## config.mk

```make
export PLATFORM = sky130hd
export DESIGN_NAME = seq_bin2bcd_7seg
export DESIGN_NICKNAME = d
export VERILOG_FILES = /design/src/rtl/seq_bin2bcd_7seg.sv
export SDC_FILE = /design/constraint.sdc
export NUM_CORES = 1
export LEC_CHECK = 0
export ABC_AREA = 1
export ABC_CLOCK_PERIOD_IN_PS = 3400
export CORE_UTILIZATION = 35
export CTS_CLUSTER_SIZE = 24
export DETAILED_ROUTE_END_ITERATION = 10
export DONT_BUFFER_PORTS = 1
export SLEW_MARGIN = 20
export SYNTH_ARGS = -nofsm -noshare
export SYNTH_HDL_FRONTEND = slang
export SYNTH_SLANG_ARGS = --single-unit
```

## constraint.sdc

```tcl
create_clock -name clk -period 3.4 [get_ports clk]
set_input_delay 0.51 -clock clk [delete_from_list [all_inputs] [get_ports clk]]
set_output_delay 0.51 -clock clk [all_outputs]
set_load 0.1 [all_outputs]
```

## src/rtl/seq_bin2bcd_7seg.sv

```systemverilog
// seq_bin2bcd_7seg
//   Sequential binary-to-BCD converter using shift-and-add-3. It consumes one input bit per
//   clock and has a seven-segment encoder for each digit. Signed input and leading-zero
//   blanking are optional. This block drives the display path for the RPN ALU result.
//
// Parameters
//   WIDTH    binary input width (>=2)
//   DIGITS   number of BCD digits; 10**DIGITS must exceed 2**WIDTH
//   BLANK_LZ 1 = digits above the most significant non-zero digit are blanked on seg_out
//
// Ports
//   clk       in  rising-edge clock
//   rst_n     in  asynchronous active-low reset
//   start     in  conversion request, taken only while busy=0
//   is_signed in  bin_in is two's complement (sampled with start)
//   bin_in    in  WIDTH-bit value to convert (sampled with start)
//   busy      out conversion in progress
//   done      out one-cycle pulse when new results are valid
//   neg       out sign of the last completed conversion
//   bcd_out   out 4*DIGITS BCD result, units digit in [3:0]
//   seg_out   out 7*DIGITS segments, digit i in [7i+6:7i], bit0=a..bit6=g, active-low
//
// Handshake: start is accepted on any rising edge where busy=0, including the cycle where done
// is high. Results appear with a done pulse WIDTH clocks later. Outputs hold their values
// until the next completion.
module seq_bin2bcd_7seg #(
   parameter int WIDTH    = 8,
   parameter int DIGITS   = 3,
   parameter int BLANK_LZ = 0
) (
   input  logic                  clk,
   input  logic                  rst_n,
   input  logic                  start,
   input  logic                  is_signed,
   input  logic [WIDTH-1:0]      bin_in,
   output logic                  busy,
   output logic                  done,
   output logic                  neg,
   output logic [4*DIGITS-1:0]   bcd_out,
   output logic [7*DIGITS-1:0]   seg_out
);

   localparam int CW = $clog2(WIDTH + 1);

   // Stops at the first power of ten that is large enough, so the result cannot overflow.
   function automatic bit capacity_ok();
      longint p;
      p = 1;
      for (int i = 0; i < DIGITS; i++) begin
         p = p * 10;
         if (p > (longint'(1) << WIDTH)) return 1'b1;
      end
      return 1'b0;
   endfunction

   if (!capacity_ok()) begin : g_bad_digits
      $error("seq_bin2bcd_7seg: DIGITS too small for WIDTH");
   end

   typedef enum logic {S_IDLE, S_SHIFT} state_t;

   function automatic logic [6:0] seg7(input logic [3:0] d);
      case (d)
         4'd0:    seg7 = 7'b1000000;
         4'd1:    seg7 = 7'b1111001;
         4'd2:    seg7 = 7'b0100100;
         4'd3:    seg7 = 7'b0110000;
         4'd4:    seg7 = 7'b0011001;
         4'd5:    seg7 = 7'b0010010;
         4'd6:    seg7 = 7'b0000010;
         4'd7:    seg7 = 7'b1111000;
         4'd8:    seg7 = 7'b0000000;
         4'd9:    seg7 = 7'b0010000;
         default: seg7 = 7'b1111111;
      endcase
   endfunction

   // The scan runs from the top digit down. A digit is blanked only while no non-zero digit has
   // been seen yet. Digit 0 is never blanked, so a zero result still shows "0".
   function automatic logic [7*DIGITS-1:0] encode(input logic [4*DIGITS-1:0] b);
      logic [7*DIGITS-1:0] s;
      logic                nz;
      s  = '1;
      nz = 1'b0;
      for (int i = DIGITS - 1; i >= 0; i--) begin
         if (b[4*i +: 4] != 4'd0) nz = 1'b1;
         if ((BLANK_LZ != 0) && !nz && (i != 0)) s[7*i +: 7] = 7'b1111111;
         else                                    s[7*i +: 7] = seg7(b[4*i +: 4]);
      end
      return s;
   endfunction

   state_t                state_q, state_d;
   logic [WIDTH-1:0]      mag_q, mag_d;
   logic [4*DIGITS-1:0]   acc_q, acc_d;
   logic [CW-1:0]         count_q, count_d;
   logic                  neg_pend_q, neg_pend_d;
   logic                  neg_q, neg_d;
   logic                  done_q, done_d;
   logic [4*DIGITS-1:0]   bcd_q, bcd_d;
   logic [7*DIGITS-1:0]   seg_q, seg_d;

   logic [4*DIGITS-1:0]   acc_adj;
   logic [4*DIGITS-1:0]   acc_shl;
   logic                  in_neg;

   always_comb begin
      // Add-3 correction: each digit >= 5 gets +3, with no carry between digits. Then the top
      // magnitude bit shifts into the accumulator.
      acc_adj = acc_q;
      for (int i = 0; i < DIGITS; i++) begin
         if (acc_q[4*i +: 4] >= 4'd5) acc_adj[4*i +: 4] = acc_q[4*i +: 4] + 4'd3;
      end
      acc_shl = {acc_adj[4*DIGITS-2:0], mag_q[WIDTH-1]};
      in_neg  = is_signed & bin_in[WIDTH-1];

      state_d    = state_q;
      mag_d      = mag_q;
      acc_d      = acc_q;
      count_d    = count_q;
      neg_pend_d = neg_pend_q;
      neg_d      = neg_q;
      done_d     = 1'b0;
      bcd_d      = bcd_q;
      seg_d      = seg_q;

      case (state_q)
         S_IDLE: begin
            if (start) begin
               // Negation is taken mod 2**WIDTH, so the most negative value maps to
               // 2**(WIDTH-1) as an unsigned number.
               mag_d      = in_neg ? (~bin_in + 1'b1) : bin_in;
               neg_pend_d = in_neg;
               acc_d      = '0;
               count_d    = CW'(WIDTH);
               state_d    = S_SHIFT;
            end
         end
         S_SHIFT: begin
            acc_d   = acc_shl;
            mag_d   = {mag_q[WIDTH-2:0], 1'b0};
            count_d = count_q - 1'b1;
            if (count_q == CW'(1)) begin
               bcd_d   = acc_shl;
               seg_d   = encode(acc_shl);
               neg_d   = neg_pend_q;
               done_d  = 1'b1;
               state_d = S_IDLE;
            end
         end
         default: state_d = S_IDLE;
      endcase
   end

   always_ff @(posedge clk or negedge rst_n) begin
      if (!rst_n) begin
         state_q    <= S_IDLE;
         mag_q      <= '0;
         acc_q      <= '0;
         count_q    <= '0;
         neg_pend_q <= 1'b0;
         neg_q      <= 1'b0;
         done_q     <= 1'b0;
         bcd_q      <= '0;
         seg_q      <= '1;
      end else begin
         state_q    <= state_d;
         mag_q      <= mag_d;
         acc_q      <= acc_d;
         count_q    <= count_d;
         neg_pend_q <= neg_pend_d;
         neg_q      <= neg_d;
         done_q     <= done_d;
         bcd_q      <= bcd_d;
         seg_q      <= seg_d;
      end
   end

   assign busy    = (state_q == S_SHIFT);
   assign done    = done_q;
   assign neg     = neg_q;
   assign bcd_out = bcd_q;
   assign seg_out = seg_q;

endmodule

```

; ---- Word-level counts from Yosys, hierarchy flattened
; Memory sizes are Yosys's and may differ from the RTL's. A register that Yosys moved wholly into a read port is not among the register bits.
; Cells that the tools add are included.
[word_totals]
register_bits = 40
latch_bits = 0
mem_bits_rw = 0
rom_bits = 336
inputBits = 12
out_inout_bits = 36
elab_cells = 44
mem_count = 3
[memory_table]
columns = memory, words, word_bits, rd, rd_clocked_by_memory_dff, wr, line_no
row1 = (no name shown), 16, 7, 1, 1, 0, 63  ; case (d)
row2 = (no name shown), 16, 7, 1, 1, 0, 63
row3 = (no name shown), 16, 7, 1, 1, 0, 63
[op_classes]
add_sub_neg = 5
n_mul = 0
div = 0
order_cmp = 3
n_eq_ne = 2
n_shift = 0
n_mux = 15
bitwise = 3
n_reduce_logical = 5
[op_table]
columns = operator, n
row1 = one-hot mux 12 bit (2 select lines), 1
row2 = two-way mux 8 bit, 2
row3 = one-hot mux 8 bit (2 select lines), 1
row4 = greater-or-equal comparator 4 x 3 -> 1 bit (second input constant), 3
row5 = two-way mux 12 bit, 1
row6 = two-way mux 4 bit, 3
row7 = adder 4 x 2 -> 4 bit (second input constant), 2
row8 = adder 8 x 1 -> 8 bit (second input constant), 1
row9 = inverter 8 bit, 1
row10 = one-hot mux 4 bit (2 select lines), 1
row11 = == test 4 x 1 -> 1 bit (second input constant), 1
row12 = two-way mux 1 bit, 4
row13 = AND reduction 2 bit, 2
row14 = subtractor 4 x 1 -> 4 bit (second input constant), 1
row15 = adder 3 x 2 -> 3 bit (second input constant), 1
row16 = zero test 1 bit, 3
row17 = two-way mux 3 bit, 1
row18 = inequality test 2 bit (second input constant), 1
row19 = one-hot mux 1 bit (2 select lines), 1
row20 = bitwise AND 1 bit, 1
row21 = inverter 1 bit, 1

; ---- Longest topological paths before layout
[depth]
word_depth = 5
mapped_depth = 15

; ---- Least setup slack after synthesis
; Ideal clock, no wire load.
[synth_path]
kind = register to register
start = reg acc_q[0]
end = reg seg_q[3] (netlist: seg_out[3])
t_arrival_ns = 1.890
slack_ns = 1.442
stages_incl_launch_ff = 15
synth_period_minus_slack_ns = 1.958
cell_sequence = dfrtp_1 > inv_1 > ha_1 > inv_1 > nand2_1 > nand3_4 > xor2_4 > inv_2 > ha_1 > inv_1 > nand2_1 > nand2_1 > inv_1 > nand2_1 > a21oi_2
[synth_between]
elab_chain_len = 2
elab_cells_between_ends = 3
[synth_rtl]
columns = item, line_no
row1 = "start, declared", 95  ; logic [4*DIGITS-1:0] acc_q, acc_d;
row2 = "start signal, assigned", 159  ; acc_q <= '0;
row3 = "start signal, assigned", 169  ; acc_q <= acc_d;
row4 = adder 4 x 2 -> 4 bit / greater-or-equal comparator 4 x 3 -> 1 bit (equally long branches), 112  ; if (acc_q[4*i +: 4] >= 4'd5) acc_adj[4*i +: 4] = acc_q[4*i +: 4] + 4'd3;
row5 = two-way mux 4 bit (*), 112
row6 = "end, declared", 101  ; logic [7*DIGITS-1:0] seg_q, seg_d;
; Every way passes the cells marked *; elsewhere a longest branch is shown, timed or not.
; A chain may end at the register's enable or synchronous reset.

; ---- Final worst setup path
[layout_path]
start = reg acc_q[0]
end = reg seg_q[10] (netlist: seg_out[10])
; The elaborated chain is that of the path after synthesis.

==> metrics.cfg <==
[sta]
finClkSkew_ps=10.65
fmax_ghz=0.4675
finalCritPeriodShare_pct=62.92
fin_tns_setup_ps=0
rsz0062_at_grt=no
slew_headroom_pct=36.38
hold_ws_ps=20.77
setup-violations-final=0
final_max_slew_viol_count=0
hold_viol=0
worstMarginPinSlew_ps=951.1
fin_crit_ps=2139

[die]
die_w_um=97.50
design.core.area_um2=8763
pin_count=48
initial_utilization_pct=36.42
dieArea_um2=9505
placementRows=34
die_h_um=97.50

[synth]
synth-adder-area-share_pct=7.056
syn_inst=375
yosysTopAreaCell=dfrtp_1
avgSynthCellArea_um2=8.511
synthSimpleGateAreaFrac_pct=21.01
yosys_warnings=0
synth_top_family_by_area=simple AND/OR/NAND/NOR gates
syn_area_um2=3192
syn_nets=405
yosysUniqueCellTypes=31
synth_compound_area_share_pct=13.60
ys_ff_latch=61
ys_seq_area_share_pct=48.65
muxShareOfSynthArea_pct=0
synth_xor_area_share_pct=2.783
synth_top_cell_area_share_pct=31.36
synthTopCellsByArea=dfrtp_1 (31%), dfstp_2 (17%), nand2_1 (9.5%), ha_1 (7.1%), inv_1 (5.4%)

[drt]
wl_per_cell_um=13.67
wirelength_um=6780
drc=0
first_iter_violations=105
dr_total_vias=2483
dr.pass1.iters=6
antenna_left=0
routed_via_density=5.006

[final_layout]
design.final.nets=413
area_growth_pct=10.54
layout.cells.non_filler=496
utilization_pct=40.26
nFillCells=873
drive_gt1_share_pct=14.18
diodes=0

[cts]
root_buffer=clkbuf_8
clkTransAtPathRegs_ps=70
cts_tree=done
cts_buffers=9
cts_resized=0
clock_sinks=61
htreeDepth=3
clkLatencyLatePin_ps=340
clockBufferDepth=2

[setup_path]
max_stage_delay_ps=380
cp_data_required_time_ps=3670
end_kind=register
worstPathArrival_ps=2410
cpMaxStageDelayCell=dfrtp_1
path_cells=inv_1, ha_1, inv_1, nand2_1, nand3_4, nand3_1, inv_1, ha_1, nor2_1, nand2_1, nand3_1, nor2_1, nor2_1
startpoint_type=register
critPathMaxFanout=6
critPathKind=register to register

[global_route]
grt_overflow=0
grt_pass1_vias=2389
grt_max_degree=42
groute.usage.overall_pct=15.19
grt_antenna_before_repair=0
grt_pass1_wl_um=11610

[placement]
post-place-cells=478
gp_congestion=0.8126
hpwl_um=4676
io_buffers=0

[flow_run]
maxCapViolCount=0

[worst_hold_path]
min_path_type=input pin to asynchronous set/reset pin

[status]
status=complete, no violations

-- logic make-up (layout without fill, tap and decap cells) --
family | Yosys count | count (layout)
xor+xnor | 8 | 8
compound gates | 73 | 73
simple gates | 158 | 158
fa+ha+maj | 18 | 18
buf+inv | 57 | 70
flops | 61 | 61
-- cell type report --
class	count	area (um2)	share of cell area, %
Clock buffer	15	176.4	5.000
Clock inverter	1	5.005	0.1418
Inverter	48	180.2	5.106
Multi-Input combinational cell	257	1419	40.21
Sequential cell	61	1553	44.01
Tap cell	108	135.1	3.830
Timing Repair Buffer	6	60.06	1.702
-- layer usage --
layer,vias to the layer above,global-route usage [%],routed length [um]
li1,1240,-,-
met1,1169,19.84,3179
met2,69,24.21,3158
met3,5,4.676,390
met4,0,4.412,52
met5,-,0,0
-- Yosys cell counts --
| cell | count |
|---|---|
| inv_1 | 46 |
| a21oi_2 | 1 |
| nand3_1 | 28 |
| clkbuf_1 | 3 |
| o22ai_1 | 13 |
| a31oi_1 | 1 |
| nand2_1 | 81 |
| a21oi_1 | 14 |
| nor2_2 | 1 |
| nand3_2 | 2 |
| or2_2 | 1 |
| o21ai_1 | 1 |
| clkinv_1 | 1 |
| o211ai_1 | 6 |
| a22oi_1 | 6 |
| nor2_1 | 39 |
| xor2_4 | 1 |
| xnor2_1 | 1 |
| o21a_1 | 1 |
| o21ai_0 | 26 |
| o21ai_2 | 4 |
| buf_1 | 1 |
| nand2_2 | 4 |
| dfstp_2 | 21 |
| dfrtp_1 | 40 |
| buf_2 | 5 |
| nor3_1 | 1 |
| nand3_4 | 1 |
| ha_1 | 18 |
| xor2_1 | 6 |
| inv_2 | 1 |
-- registers in the layout (all words and copies together) (netlist names) --
signal / cells
mag_q: 8
bcd_out: 12
neg: 1
seg_out: 21
acc_q: 12
count_q: 4
neg_pend_q: 1
done: 1
busy: 1
-- critical path: cells and delay by family, from the launching register on --
kind	cells	cell delay [ps]
adders and majority gates	2	500
DFF	1	380
and+or+nand+nor	8	850
buffers and inverters	3	330
-- timing repair --
| action | in CTS | in global routing |
|---|---|---|
| hold buffers | 1 | 1 |
| buffers inserted | 0 | 0 |
| endpoints found under the setup margin | 0 | 0 |
| endpoints found under the hold margin | 41 | 20 |
-- path summary, 6_finish.rpt --
check                      startpoint     endpoint  slack, ps  cells past startpoint
min in group clk            bin_in[7]     mag_q[7]        340                      2
min reg2reg                neg_pend_q          neg        480                      2
min                             rst_n   bcd_out[3]         20                      1
max in group asynchronous       rst_n  seg_out[16]       2150                      1
max reg2reg                  acc_q[0]  seg_out[10]       1260                     13
max                          acc_q[0]  seg_out[10]       1260                     13
-- cells in the final DEF (no fill, tap or decap), types with 2 or more instances in the layout --
| master | n |
|---|---|
| buf_4 | 4 |
| o211ai_1 | 6 |
| o21ai_0 | 26 |
| clkbuf_1 | 3 |
| nand3_2 | 2 |
| nand2_2 | 4 |
| nand2_1 | 81 |
| o21ai_2 | 4 |
| nand3_1 | 28 |
| clkbuf_8 | 12 |
| dfrtp_1 | 40 |
| ha_1 | 18 |
| o22ai_1 | 13 |
| xor2_1 | 6 |
| dfstp_2 | 21 |
| a21oi_1 | 14 |
| inv_1 | 46 |
| nor2_1 | 39 |
| a22oi_1 | 6 |
-- stage by stage --
stage,setup slack [ps],area [um2]
floorplan,1442,3192
global placement,1342,3317
detailed placement,1274,3317
CTS,1244,3518
global route,1053,3528
finish,1261,3528
Power is not shown: default switching activity piles up to over one toggle a cycle in this logic, so the estimate is an artifact.
